--- src/rtl/risc8_datapath.sv ---
// ---------------------------------------------------------------------------
// risc8_datapath
//
// Register/ALU datapath of the 8-bit multicycle RISC. Sits directly below the
// phase controller: it consumes the controller's registered strobes and hands
// back the opcode and the accumulator-zero flag. Holds PC, IR, the operand
// register (OPR) and the accumulator (AC), and owns the single-port memory
// interface.
//
// Optional feature macro: RISC8_DP_CARRY_EN
//   defined   -> extra output `carry`, the carry-out of the last ADD loaded
//                into AC (cleared by any other ld_ac op, held while halted)
//   undefined -> no carry port or register; ADD wraps silently
//
// Parameters
//   DWIDTH  data/instruction width; opcode is always IR[DWIDTH-1:DWIDTH-3]
//   AWIDTH  address width; must satisfy AWIDTH <= DWIDTH-3
//   PC_RST  PC value after reset
//
// Ports
//   clk        rising-edge clock
//   rst        asynchronous, active-low reset
//   sel        1: memory address from PC (when addr_mux=0)
//   rd, wr     memory strobes, passed to mem_rd/mem_wr unless halted
//   ld_ir      IR  <= mem_rdata
//   load       OPR <= mem_rdata
//   ld_ac      AC  <= ALU result
//   ld_pc      PC  <= IR address field (beats inc_pc)
//   inc_pc     PC  <= PC + 1 (wraps)
//   halt       set sticky halted state; same-cycle updates are dropped
//   data_e     drive AC onto mem_wdata
//   addr_mux   1: force memory address from IR address field
//   op_out     IR opcode to the controller
//   is_zero    AC == 0 (combinational)
//   mem_addr   memory address (combinational)
//   mem_rd     rd & ~halted
//   mem_wr     wr & ~halted
//   mem_wdata  data_e ? AC : 0
//   mem_rdata  memory read data
//   halted     sticky halt status (debug/state visibility)
//   pc_out     current PC (debug)
//   ac_out     current AC (debug)
//
// Strobe semantics: every control input is a level strobe sampled on the
// rising clk edge; there is no valid/ready handshake. A strobe acts for
// exactly the cycles it is high, and is ignored entirely once halted.
// ---------------------------------------------------------------------------
module risc8_datapath #(
  parameter int DWIDTH = 8,
  parameter int AWIDTH = 5,
  parameter int PC_RST = 0
) (
  input  logic              clk,
  input  logic              rst,
  input  logic              sel,
  input  logic              rd,
  input  logic              ld_ir,
  input  logic              halt,
  input  logic              inc_pc,
  input  logic              ld_ac,
  input  logic              ld_pc,
  input  logic              wr,
  input  logic              data_e,
  input  logic              load,
  input  logic              addr_mux,
  output logic [2:0]        op_out,
  output logic              is_zero,
  output logic [AWIDTH-1:0] mem_addr,
  output logic              mem_rd,
  output logic              mem_wr,
  output logic [DWIDTH-1:0] mem_wdata,
  input  logic [DWIDTH-1:0] mem_rdata,
  output logic              halted,
  output logic [AWIDTH-1:0] pc_out,
  output logic [DWIDTH-1:0] ac_out
`ifdef RISC8_DP_CARRY_EN
  ,
  output logic              carry
`endif
);

  // Opcode encoding (IR top three bits)
  localparam logic [2:0] OP_HLT = 3'd0;
  localparam logic [2:0] OP_SKZ = 3'd1;
  localparam logic [2:0] OP_ADD = 3'd2;
  localparam logic [2:0] OP_AND = 3'd3;
  localparam logic [2:0] OP_XOR = 3'd4;
  localparam logic [2:0] OP_LDA = 3'd5;
  localparam logic [2:0] OP_STO = 3'd6;
  localparam logic [2:0] OP_JMP = 3'd7;

  localparam logic [AWIDTH-1:0] PC_INIT = AWIDTH'(PC_RST);

  logic [AWIDTH-1:0] pc;
  logic [DWIDTH-1:0] ir;
  logic [DWIDTH-1:0] opr;
  logic [DWIDTH-1:0] ac;
  logic              halted_q;

  logic [AWIDTH-1:0] ir_addr;
  logic [DWIDTH-1:0] alu_add;
  logic [DWIDTH-1:0] alu_result;

  // A halt strobe and an already-halted core both freeze every register.
  logic              upd_en;

  assign upd_en  = ~halted_q & ~halt;
  assign ir_addr = ir[AWIDTH-1:0];
  assign op_out  = ir[DWIDTH-1:DWIDTH-3];
  assign is_zero = (ac == '0);
  assign halted  = halted_q;
  assign pc_out  = pc;
  assign ac_out  = ac;

  // addr_mux overrides sel; both select the IR address field.
  assign mem_addr  = (addr_mux || !sel) ? ir_addr : pc;
  assign mem_rd    = rd & ~halted_q;
  assign mem_wr    = wr & ~halted_q;
  // Write data is the current AC; a same-cycle ld_ac is not forwarded.
  assign mem_wdata = data_e ? ac : '0;

  // ---------------- ALU ----------------
  assign alu_add = ac + opr;

  always_comb begin
    alu_result = ac;
    unique case (op_out)
      OP_ADD:  alu_result = alu_add;
      OP_AND:  alu_result = ac & opr;
      OP_XOR:  alu_result = ac ^ opr;
      OP_LDA:  alu_result = opr;
      OP_HLT,
      OP_SKZ,
      OP_STO,
      OP_JMP:  alu_result = ac;
      default: alu_result = ac;
    endcase
  end

  // ---------------- Registers ----------------
  always_ff @(posedge clk or negedge rst) begin
    if (!rst) begin
      halted_q <= 1'b0;
    end else if (halt) begin
      halted_q <= 1'b1;
    end
  end

  always_ff @(posedge clk or negedge rst) begin
    if (!rst) begin
      pc <= PC_INIT;
    end else if (upd_en) begin
      if (ld_pc) begin
        pc <= ir_addr;
      end else if (inc_pc) begin
        pc <= pc + 1'b1;
      end
    end
  end

  // ld_ir and load together capture the same word into both registers.
  always_ff @(posedge clk or negedge rst) begin
    if (!rst) begin
      ir  <= '0;
      opr <= '0;
    end else if (upd_en) begin
      if (ld_ir) ir  <= mem_rdata;
      if (load)  opr <= mem_rdata;
    end
  end

  always_ff @(posedge clk or negedge rst) begin
    if (!rst) begin
      ac <= '0;
    end else if (upd_en && ld_ac) begin
      ac <= alu_result;
    end
  end

`ifdef RISC8_DP_CARRY_EN
  // Carry-out of AC+OPR rebuilt from the operand MSBs and the sum MSB.
  logic add_cout;
  assign add_cout = (ac[DWIDTH-1] & opr[DWIDTH-1]) |
                    ((ac[DWIDTH-1] ^ opr[DWIDTH-1]) & ~alu_add[DWIDTH-1]);

  logic carry_q;
  always_ff @(posedge clk or negedge rst) begin
    if (!rst) begin
      carry_q <= 1'b0;
    end else if (upd_en && ld_ac) begin
      carry_q <= (op_out == OP_ADD) ? add_cout : 1'b0;
    end
  end
  assign carry = carry_q;
`endif

endmodule

--- config.mk ---
export PLATFORM = sky130hd
export DESIGN_NAME = risc8_datapath
export DESIGN_NICKNAME = d
export VERILOG_FILES = /design/src/rtl/risc8_datapath.sv
export SDC_FILE = /design/constraint.sdc
export NUM_CORES = 1
export LEC_CHECK = 0
export CAP_MARGIN = 20
export CORE_ASPECT_RATIO = 1.5
export CORE_MARGIN = 3
export CORE_UTILIZATION = 30
export DETAILED_ROUTE_END_ITERATION = 8
export PLACE_DENSITY = 0.58
export SETUP_SLACK_MARGIN = 0.5
export SLEW_MARGIN = 40
export SYNTH_ARGS = -nofsm -noshare
export SYNTH_HDL_FRONTEND = slang
export SYNTH_SLANG_ARGS = --single-unit
--- constraint.sdc ---
create_clock -name clk -period 2 [get_ports clk]
set_clock_uncertainty 0.15 [all_clocks]
set_input_delay 0.4 -clock clk [delete_from_list [all_inputs] [get_ports clk]]
set_output_delay 0.4 -clock clk [all_outputs]
set_load 0.02 [all_outputs]
[Word-level counts from Yosys, hierarchy flattened]
Index checks and enable logic that the tools add are counted.
Storage, ports and cells
  register bits after elaboration: 30
  bits of input ports: 21
  output and inout bits: 33
  logic and storage cells: 38
Operators by class
  add/sub/neg operators: 2
  eq/ne operators: 7
  muxes and demuxes: 5
  bitwise operators: 8
  reduce and logical (&&, ||, !) cells: 11
Operators by type and width (count)
  case mux 8 bit (4 select lines): 1
  2-to-1 mux 5 bit: 3
  == test 3 bit, second input constant: 4
  adder 8 bit: 1
  AND 8 bit: 1
  logical NOT 8 bit: 1
  2-to-1 mux 8 bit: 1
  AND reduction 2 bit: 4
  bitwise XOR 8 bit: 1
  == test 3 x 2 -> 1 bit, second input constant: 2
  adder 5 x 1 -> 5 bit, second input constant: 1
  OR reduction 4 bit: 1
  AND 1 bit: 3
  == test 3 x 1 -> 1 bit, second input constant: 1
  logical NOT 3 bit: 1
  NOT 1 bit: 3
  nonzero test 2 bit: 1
  logical AND 1 bit: 1
  logical NOT 1 bit: 1
  logical OR 1 bit: 1

[Logic depth before layout (Yosys ltp)]
Gate-level depths: netlist (run 1).
  word-level depth: 4
  gate-level depth with buffers: 8
  mapped depth without buffers: 6

[Worst setup path before layout (run 1)]
No wires, ideal clock.
  path kind: reg2reg
  start point: reg ac[0], in the netlist ac_out[0]
  end point: reg ac[6], in the netlist ac_out[6]
  library setup time: 0.068 ns
  arrival: 2.044 ns
  data required time: 1.782 ns
  setup slack: -0.262 ns
  stages on the path, launching flop included: 7
  buffers on the path: 0
  clock period less this slack: 2.262 ns
  cells stage by stage: dfrtp_1 -> ha_1 -> fa_1 -> a211o_1 -> a211o_1 -> a211o_1 -> nand3_1
On the way
  longest elaborated chain between the ends: 2
Ends and longest elaborated chain
  from (decl): line 97  | logic [DWIDTH-1:0] ac;
  from (signal assigned): line 176  | ac <= alu_result;
  adder 8 bit: line 123  | assign alu_add = ac + opr;
  case mux 8 bit (4 select lines): line 127  | unique case (op_out)
Every way passes these cells.
A chain may end at the register's enable or synchronous reset.

[Worst setup path after layout (run 1)]
Same ends and word-level chain as after synthesis.

==> metrics.md, run 1 <==
| Metric | Value |
|---|---|
| Status | `finished, violations left` |
| Failing checks | `negative setup slack` |
| Post-route ant nets | `0` |
| Unrepaired setup endpoints after global routing | `true` |
| Clk buf depth | `2` |
| Number of global-route vias before repair | `2024` |
| Final TNS setup | `-0.451 ns` |
| Final setup violation count | `3` |
| Global-route wire length before repair | `9940 µm` |
| Final Hold Fails | `0` |
| Top-Level Pins | `54` |
| Syn Nets | `239` |
| Ys async rst share | `between 90% and 100%` |
| Area leader, netlist | `dfrtp_1` |
| Maximum clock frequency | `0.455 GHz` |
| Max_cap viols | `0` |
| PortBufs | `53` |
| Setup crit end kind | `register` |
| Dpl ws | `-0.459 ns` |
| CP Max Fanout | `3` |
| Layout area overhead | `69.5%` |
| Slowest CP cell | `dfrtp_2` |
| Worst hold path class | `input port to async pin` |
| Number of synthesized flops with an enable pin | `0` |
| Core Area | `between 6000 and 7000 µm²` |
| Pwr dens | `602 nW/µm²` |
| Vias per cell | `roughly 5.2` |
| Placed Area | `slightly below 3000 µm²` |
| Die width | `~74 µm` |
| Post-cts hold buffer count | `0` |
| TritonCTS Buffers | `5` |
| CTS root buffer | `clkbuf_8` |
| Count of cell types in the netlist | `53` |
| Total GRT Usage | `approximately 16%` |
| CP cell instances | `buf_6 -> ha_4 -> fa_2 -> a211o_1 -> a211o_1 -> a211o_1 -> nand3_1` |
| Clk sinks | `30` |
| Most common cell in the synthesized netlist | `dfrtp_1` |
| Crit start category | `register` |
| Post-synth top cells | `dfrtp_1 (30), mux2_2 (18), o21ai_0 (15), nor2_1 (14), nand2_1 (12)` |
| Synthesized area | `approximately 2000 µm²` |
| Kind of cell adding the most delay to the critical path | `compound AO/OA/AOI/OAI gates` |
| Yosys warns | `0` |
| DP HPWL | `4530 µm` |
| Post-route setup slack | `-0.199 ns` |
| Layout cells sized above 1 | `roughly 52%` |
| H-tree depth | `2` |
| Gpl congestion | `roughly 0.82` |
| Worst-margin pin slew | `0.406 ns` |
| Buf+Inv Stages, Crit Path | `1` |
| Initial core utilization | `a little under a third` |
| Leakage | `between 1.5 and 2 nW` |
| Largest net degree at the start of global routing | `31` |
| Iteration-0 DRC Markers | `73` |
| Die height | `between 100 and 150 µm` |
| Worst slew margin | `72.9%` |
| Crit Path Class | `register to register` |
| Final period util | `110%` |
| CTS tree | `yes` |
| WHS | `between 0.3 and 0.4 ns` |
| Worst-Skew Late Latency | `between 0.2 and 0.3 ns` |
| Vias | `1994` |
| Die area | `~7900 µm²` |
| Largest cells by area after synthesis | `dfrtp_1 (36%), mux2_2 (9.8%), ha_1 (6.1%)` |
| Total gr overflow | `0` |
| DRC Markers | `0` |
| Synth top area share | `a little over a third` |
| DR WL/cell | `about 16 µm` |
| Initial antenna violation count | `0` |
| Sequential element share of the synthesized area | `between 30% and 40%` |
| Mapped Avg Cell Area | `between 9 and 10 µm²` |
| Fin crit period | `around 2.2 ns` |
| Rows | `36` |
| CTS clock-pin slew for the worst setup and hold paths | `0.07 ns` |
| Synth Instances | `about 210` |
| Final Cell Area | `between 3000 and 4000 µm²` |
| Yosys reg bits | `30` |
| Max-slew violation count | `0` |
| DRT Wirelength | `roughly 6200 µm` |
| Worst EP arrival | `roughly 2.3 ns` |
| First-pass detailed-route iteration total | `4` |
| Dpl cells | `approximately 350` |
| Post-Layout Cell Count | `384` |
| Total Nets Final | `~340` |
| Peak supply drop | `0.361 mV` |
| CP max stage delay | `around 0.42 ns` |
| N_diodes | `0` |
| Req. time, crit path | `2.07 ns` |
| Ys flop type | `dfrtp_1` |
| Most used cell, CP | `a211o_1` |
final timing paths:
kind | slack, ns | to | start | cells past startpoint
min | 0.36 | ac_out[6] | rst | 2
max in group asynchronous | 1.01 | ac_out[1] | rst | 2
min reg2reg | 0.41 | ir[2] | ir[2] | 1
min in group clk | 0.41 | ir[2] | ir[2] | 1
max | -0.20 | ac_out[6] | ac_out[0] | 7
max reg2reg | -0.20 | ac_out[6] | ac_out[0] | 7
state kept, by name, summed over array words and instances, names as in the netlist:
| signal | cells |
|---|---|
| ac_out | 8 |
| halted | 1 |
| ir | 8 |
| opr | 8 |
| pc_out | 5 |
cells by family (layout without fill, tap and decap cells):
family / after synthesis / after routing / synth area share [%]
adder cells (fa/ha/maj): 11 / 11 / 7.05
AND/OR/NAND/NOR: 63 / 63 / 17.3
flip-flops: 30 / 30 / 36.5
buffers and inverters: 18 / 119 / 5.35
multiplexers: 27 / 27 / 14.2
AO/OA/AOI/OAI: 56 / 56 / 18.7
XOR/XNOR: 2 / 2 / 0.851
metrics by stage:
stage          util (%)  power, mW
4_1_cts            49.4       2.04
5_1_grt            53.1       2.22
6_report           53.1       2.10
2_1_floorplan         -       1.15
3_3_place_gp       44.8       1.43
3_5_place_dp       44.8       1.45
layout by cell type, fill, tap and decap left out, types with 3 or more instances in the layout:
| cell type | count |
|---|---|
| clkdlybuf4s15_2 | 3 |
| o21ai_0 | 12 |
| buf_4 | 28 |
| mux2_4 | 7 |
| clkdlybuf4s50_1 | 14 |
| o21ai_1 | 4 |
| nand2_1 | 12 |
| dfrtp_2 | 5 |
| a211o_1 | 5 |
| nor2_1 | 12 |
| a21oi_1 | 7 |
| mux2_2 | 11 |
| dfrtp_1 | 25 |
| o2bb2ai_1 | 3 |
| and2_4 | 9 |
| ha_4 | 9 |
| mux2i_1 | 9 |
| inv_1 | 4 |
| clkbuf_8 | 6 |
| nor3_1 | 3 |
| buf_6 | 52 |
| nand3_1 | 3 |
cell type report:
cell class / instances / area [µm²]
Clock buffer: 7 / 86.3
Clock inverter: 1 / 5.00
Fill cell: 607 / 3090
Inverter: 6 / 25.0
Multi-Input combinational cell: 159 / 1470
Sequential cell: 30 / 757
Tap cell: 76 / 95.1
Timing Repair Buffer: 105 / 1050
timing repair:
action / in CTS / in global routing
gates resized for setup: 225 / 44
endpoints found under the setup margin: 62 / 49
endpoints found under the hold margin: 0 / 0
buffers inserted: 14 / 8
pin swaps: 7 / 9
metal layers:
layer / track usage [%] / part of all wire (%) / vias to the layer above / wire, µm
li1: - / - / 971 / -
met1: 17.7 / 39 / 956 / 2400
met2: 29.5 / 54 / 54 / 3320
met3: 3.08 / 4.1 / 13 / 253
met4: 7.25 / 3.2 / 0 / 199
met5: 0 / 0 / - / 0
report_power, final:
group | switching, mW | internal, mW | leakage (nW)
registers | 0.0537 | 0.663 | 0.371
logic | 0.397 | 0.475 | 1.15
clock network | 0.234 | 0.277 | 0.0482
total | 0.684 | 1.41 | 1.57
(Power assumes the default switching activity.)
==> run 2: changes to the inputs <==
--- a/config.mk
+++ b/config.mk
@@ -10,6 +10,7 @@
 export CORE_MARGIN = 3
 export CORE_UTILIZATION = 30
 export DETAILED_ROUTE_END_ITERATION = 8
+export MAX_ROUTING_LAYER = met4
 export PLACE_DENSITY = 0.58
 export SETUP_SLACK_MARGIN = 0.5
 export SLEW_MARGIN = 40
==> run 2 against run 1 <==
The flow still finishes with violations (negative setup slack). Worst setup slack is essentially flat. Hold slack is essentially flat. Clock power is essentially flat. First-iteration DRC count grew 15%. Critical path depth is the same. Sequential share of layout area is the same. Critical endpoint unchanged. Highest routed layer unchanged.
==> metrics.md, run 2 (synthesis results as in run 1) <==
| Metric | Value |
|---|---|
| Status | `finished, violations left` |
| Area of the multi-input gates | `1470 µm²` |
| Unrepaired setup endpoints after global routing | `true` |
| Switch share | `approximately a third` |
| Worst EP arrival | `between 2 and 2.5 ns` |
| DRT Wirelength | `6180 µm` |
| Pint | `about 1.4 mW` |
| Failing checks | `negative setup slack` |
| Worst slew margin | `72.9%` |
| Filler Cell Count | `a little over 600` |
| Pwr Total | `around 2.1 mW` |
| Die area | `around 8000 µm²` |
| Final Hold Fails | `0` |
| Die width | `73.6 µm` |
| Post-cts hold buffer count | `0` |
| Initial core utilization | `31.3%` |
| CTS clock-pin slew for the worst setup and hold paths | `approximately 0.07 ns` |
| Final period util | `110%` |
| CTS tree | `yes` |
| Iteration-0 DRC Markers | `84` |
| DRC Markers | `0` |
| Comb power frac | `41.5%` |
| Most frequent cells in the layout | `buf_6 (52), buf_4 (28), dfrtp_1 (25), clkdlybuf4s50_1 (14)` |
| Initial antenna violation count | `0` |
| Crit start category | `register` |
| TritonCTS Buffers | `5` |
| Number of global-route vias before repair | `2028` |
| Total GRT Usage | `between 10% and 20%` |
| Clk buf depth | `2` |
| Gpl congestion | `around 0.83` |
| Slowest CP cell | `dfrtp_2` |
| Fin crit period | `~2.2 ns` |
| Final setup violation count | `3` |
| Clk sinks | `30` |
| Psw | `0.684 mW` |
| Placed Area | `2950 µm²` |
| CTS root buffer | `clkbuf_8` |
| Worst-Skew Late Latency | `between 0.2 and 0.3 ns` |
| Final Cell Area | `around 3500 µm²` |
| Worst-margin pin slew | `about 0.41 ns` |
| CP Max Fanout | `3` |
| DR WL/cell | `approximately 16 µm` |
| Flop pwr share | `between 30% and 40%` |
| Largest net degree at the start of global routing | `31` |
| CP max stage delay | `0.42 ns` |
| Worst hold path class | `input port to async pin` |
| PortBufs | `53` |
| Layout cells sized above 1 | `51.6%` |
| H-tree depth | `2` |
| Total Nets Final | `between 300 and 400` |
| Post-route setup slack | `-0.199 ns` |
| Maximum clock frequency | `~0.45 GHz` |
| Top-Level Pins | `54` |
| Pwr dens | `601 nW/µm²` |
| R2R cell count | `7` |
| Die height | `107 µm` |
| Core Area | `~6600 µm²` |
| Vias | `2000` |
| First-pass detailed-route iteration total | `4` |
| Most used cell, CP | `a211o_1` |
| Vias per cell | `5.21` |
| CP cell instances | `buf_6 -> ha_4 -> fa_2 -> a211o_1 -> a211o_1 -> a211o_1 -> nand3_1` |
| Crit Path Class | `register to register` |
| Max_cap viols | `0` |
| Rows | `36` |
| Req. time, crit path | `between 2 and 2.5 ns` |
| Commonest non-fill, non-tap cell in the layout | `buf_6` |
| Post-route ant nets | `0` |
| Setup crit end kind | `register` |
| Register area | `757 µm²` |
| Max-slew violation count | `0` |
| Leakage | `between 1.5 and 2 nW` |
| Clock power share | `around 24%` |
| Layout area overhead | `69.5%` |
| DP HPWL | `~4500 µm` |
| Global-route wire length before repair | `around 9900 µm` |
| Total gr overflow | `0` |
| Peak supply drop | `roughly 0.36 mV` |
| N_diodes | `0` |
[run 2: power by group through the flow]
stage	Clock (mW)	Combinational [mW]	Sequential, mW
after floorplan	0	0.386	0.762
after global placement	0	0.713	0.720
after detailed placement	0	0.723	0.722
after CTS	0.528	0.796	0.715
after global routing	0.552	0.946	0.722
final	0.511	0.872	0.716
[run 2: repair_timing]
item                       4_1_cts  5_1_grt
cloned                           0        0
setup buffers                   14        8
pin swaps                        7        9
gates resized for setup        225       44
setup endpoints to repair       62       49
[run 2: critical path: cells and delay by family, from the launching register on]
kind | cells | cell delay (ns)
adders and majority gates | 2 | 0.54
AOI/OAI and AO/OA | 3 | 0.83
and+or+nand+nor | 1 | 0.08
buffers and inverters | 1 | 0.13
DFF | 1 | 0.42
[run 2: worst paths after layout]
path,slack (ns),startpoint,end
max,-0.20,ac_out[0],ac_out[6]
min,0.36,rst,ac_out[6]
max reg2reg,-0.20,ac_out[0],ac_out[6]
min reg2reg,0.42,ir[1],ir[1]
max in group asynchronous,1.01,rst,ac_out[1]
min in group clk,0.42,ir[1],ir[1]
[run 2: through the flow]
step / util (%) / instances / worst slack (ns) / setup TNS, ns / hold WS, ns
6_report: 53.1 / 384 / -0.199 / -0.450 / 0.360
5_1_grt: 53.1 / 384 / -0.266 / -0.735 / 0.421
4_1_cts: 49.4 / 376 / -0.211 / -0.502 / 0.374
3_5_place_dp: 44.8 / 354 / -0.459 / -6.62 / 0.378
3_3_place_gp: 44.8 / 354 / -0.445 / -6.54 / 0.372
2_1_floorplan: - / 207 / -0.0889 / -0.0938 / -0.0456
[run 2: final cells by class]
type                       instances  area share [%]
clock buffer                       7            2.47
clock inverter                     1           0.143
inverter                           6           0.717
multi-input combinational        159            42.1
sequential                        30            21.7
tap                               76            2.72
timing repair buffer             105            30.2
[run 2: metal layers]
| layer | GRT usage, % | wire length, µm | vias to the layer above |
|---|---|---|---|
| met5 | - | 0 | - |
| met2 | 29.4 | 3320 | 56 |
| met1 | 18.0 | 2430 | 961 |
| met3 | 2.62 | 219 | 13 |
| li1 | - | - | 970 |
| met4 | 7.38 | 204 | 0 |
==> run 3: changes to the inputs <==
--- a/config.mk
+++ b/config.mk
@@ -7,11 +7,10 @@
 export LEC_CHECK = 0
 export CAP_MARGIN = 20
 export CORE_ASPECT_RATIO = 1.5
-export CORE_MARGIN = 3
+export CORE_MARGIN = 2
 export CORE_UTILIZATION = 30
 export DETAILED_ROUTE_END_ITERATION = 8
 export MAX_ROUTING_LAYER = met4
-export PLACE_DENSITY = 0.58
 export SETUP_SLACK_MARGIN = 0.5
 export SLEW_MARGIN = 40
 export SYNTH_ARGS = -nofsm -noshare
==> constraint.sdc (replaced) <==
create_clock -name clk -period 2 [get_ports clk]
set_clock_uncertainty 0.15 [all_clocks]
set_input_delay 0.4 -clock clk [delete_from_list [all_inputs] [get_ports clk]]
set_output_delay 0.4 -clock clk [all_outputs]
set_load 0.01 [all_outputs]
==> run 3 against run 2 <==
The flow still finishes with violations (negative setup slack). Cell count rose by 3.4%. First-iteration DRC count fell by 33%. Critical path depth fell by 1. Global-route usage rose by 1.8 points. Clock power rose by 17%. Largest cell class unchanged.
==> metrics.md, run 3 (synthesis results as in run 1) <==
| Metric | Value |
|---|---|
| PortBufs | `between 50 and 60` |
| Rows | `37` |
| Global-route wire length before repair | `roughly 11000 µm` |
| Most frequent cells in the layout | `buf_6 (54), buf_4 (30), dfrtp_1 (24), mux2_4 (18), clkdlybuf4s50_1 (13)` |
| Slowest CP cell | `dfrtp_2` |
| Pwr dens | `about 600 nW/µm²` |
| Failing checks | `negative setup slack` |
| DP HPWL | `roughly 4400 µm` |
| Crit start category | `register` |
| CTS root buffer | `clkbuf_8` |
| Max_cap viols | `0` |
| Final setup violation count | `4` |
| N_diodes | `0` |
| Worst flop-to-flop path startpoint | `ac_out[0]` |
| Peak supply drop | `between 0.4 and 0.5 mV` |
| Vias per cell | `between 5 and 6` |
| DRT Wirelength | `between 6000 and 7000 µm` |
| CP cell instances | `ha_4 -> fa_2 -> a211o_1 -> a211o_1 -> a211o_1 -> nand3_1` |
| Post-route ant nets | `0` |
| Unrepaired setup endpoints after global routing | `true` |
| Filler Cell Count | `590` |
| Final TNS setup | `-0.339 ns` |
| Worst-Skew Late Latency | `0.29 ns` |
| Worst-margin pin slew | `0.437 ns` |
| Total gr overflow | `0` |
| Post-route setup slack | `-0.111 ns` |
| Clk sinks | `30` |
| Post-cts hold buffer count | `0` |
| Setup crit end kind | `register` |
| Layout Utilization | `54.0%` |
| Number of global-route vias before repair | `approximately 2200` |
| CTS tree | `yes` |
| CTS clock-pin slew for the worst setup and hold paths | `~0.07 ns` |
| Gpl congestion | `approximately 0.82` |
| TritonCTS Buffers | `5` |
| Final Hold Fails | `0` |
| CP max stage delay | `about 0.43 ns` |
| Crit. Startpoint | `ac_out[0]` |
| DR WL/cell | `approximately 17 µm` |
| Total Nets Final | `350` |
| Iteration-0 DRC Markers | `between 50 and 60` |
| Initial core utilization | `between 30% and 40%` |
| Final period util | `106%` |
| Die area | `7550 µm²` |
| Total GRT Usage | `around 18%` |
| Layout area overhead | `77.4%` |
| DRC Markers | `0` |
| Worst hold path class | `input port to async pin` |
| Commonest non-fill, non-tap cell in the layout | `buf_6` |
| Leakage | `between 1.5 and 2 nW` |
| Max-slew violation count | `0` |
| Req. time, crit path | `~2.1 ns` |
| Worst slew margin | `a little over two thirds` |
| Die height | `approximately 110 µm` |
| Worst EP arrival | `2.19 ns` |
| Fin crit period | `between 2 and 2.5 ns` |
| Top-Level Pins | `54` |
| Crit Path Class | `register to register` |
| Worst R2R End | `ac_out[6]` |
| Die width | `just over 70 µm` |
| CP Max Fanout | `3` |
| H-tree depth | `2` |
| Maximum clock frequency | `0.474 GHz` |
| Status | `finished, violations left` |
| R2R cell count | `6` |
| Largest net degree at the start of global routing | `31` |
| Core Area | `6760 µm²` |
| First-pass detailed-route iteration total | `4` |
| Most used cell, CP | `a211o_1` |
| Initial antenna violation count | `0` |
| R2r setup slk | `-0.11 ns` |
| Clk buf depth | `2` |
| Layout cells sized above 1 | `between 50% and 60%` |
| Vias | `approximately 2100` |
-- run 3: layout make-up --
type / count / area [µm²] / area share (%)
Tap cell: 78 / 97.6 / 2.67
Multi-Input combinational cell: 160 / 1520 / 41.7
Sequential cell: 30 / 758 / 20.8
Inverter: 6 / 27.5 / 0.754
Clock buffer: 8 / 110 / 3.02
Timing Repair Buffer: 115 / 1130 / 31.1
-- run 3: worst max path at each step --
stage	end	slack, ns	cells after the start
5_1_grt	ac_out[6]	-0.19	6
4_1_cts	ac_out[6]	-0.13	6
3_5_place_dp	mem_addr[0]	-0.38	4
6_report	ac_out[6]	-0.11	6
3_3_place_gp	mem_addr[1]	-0.35	4
2_1_floorplan	ac_out[6]	-0.06	6
-- run 3: worst max-delay path: cells and delay by family (launching register included) --
kind	cells	cell delay (ns)
adder cells (fa/ha/maj)	2	0.56
AO/OA/AOI/OAI	3	0.84
flip-flops	1	0.43
AND/OR/NAND/NOR	1	0.08
-- run 3: routing by layer --
layer | part of all wire, % | global-route usage, % | vias to the layer above | routed length (µm)
li1 | - | - | 989 | -
met2 | 59 | 33.9 | 49 | 3860
met4 | 2.0 | 6.20 | 0 | 133
met5 | 0 | - | - | 0
met1 | 36 | 19.8 | 1056 | 2370
met3 | 3.1 | 2.68 | 9 | 204
-- run 3: power breakdown --
part | leakage (nW) | total, mW | switching, mW | internal [mW]
combinational | 1.26 | 0.875 | 0.372 | 0.502
clock | 0.0575 | 0.596 | 0.248 | 0.348
sequential | 0.369 | 0.715 | 0.0529 | 0.662
total | 1.68 | 2.19 | 0.673 | 1.51
-- run 3: timing repair --
action | 4_1_cts | 5_1_grt
gates resized for setup | 213 | 49
pin swaps | 12 | 15
buffers inserted | 21 | 12
setup endpoints to repair | 62 | 58
cloned | 1 | 1
-- run 3: per-stage QoR --
step	hold slack [ns]	power, mW	setup WS [ns]	cell area [µm²]	instances
3_5_place_dp	0.379	1.39	-0.379	2930	354
3_3_place_gp	0.374	1.38	-0.355	2930	354
4_1_cts	0.372	2.09	-0.133	3400	384
5_1_grt	0.404	2.30	-0.195	3650	397
6_report	0.351	2.19	-0.111	3650	397
2_1_floorplan	-0.0456	1.10	-0.0554	2180	207
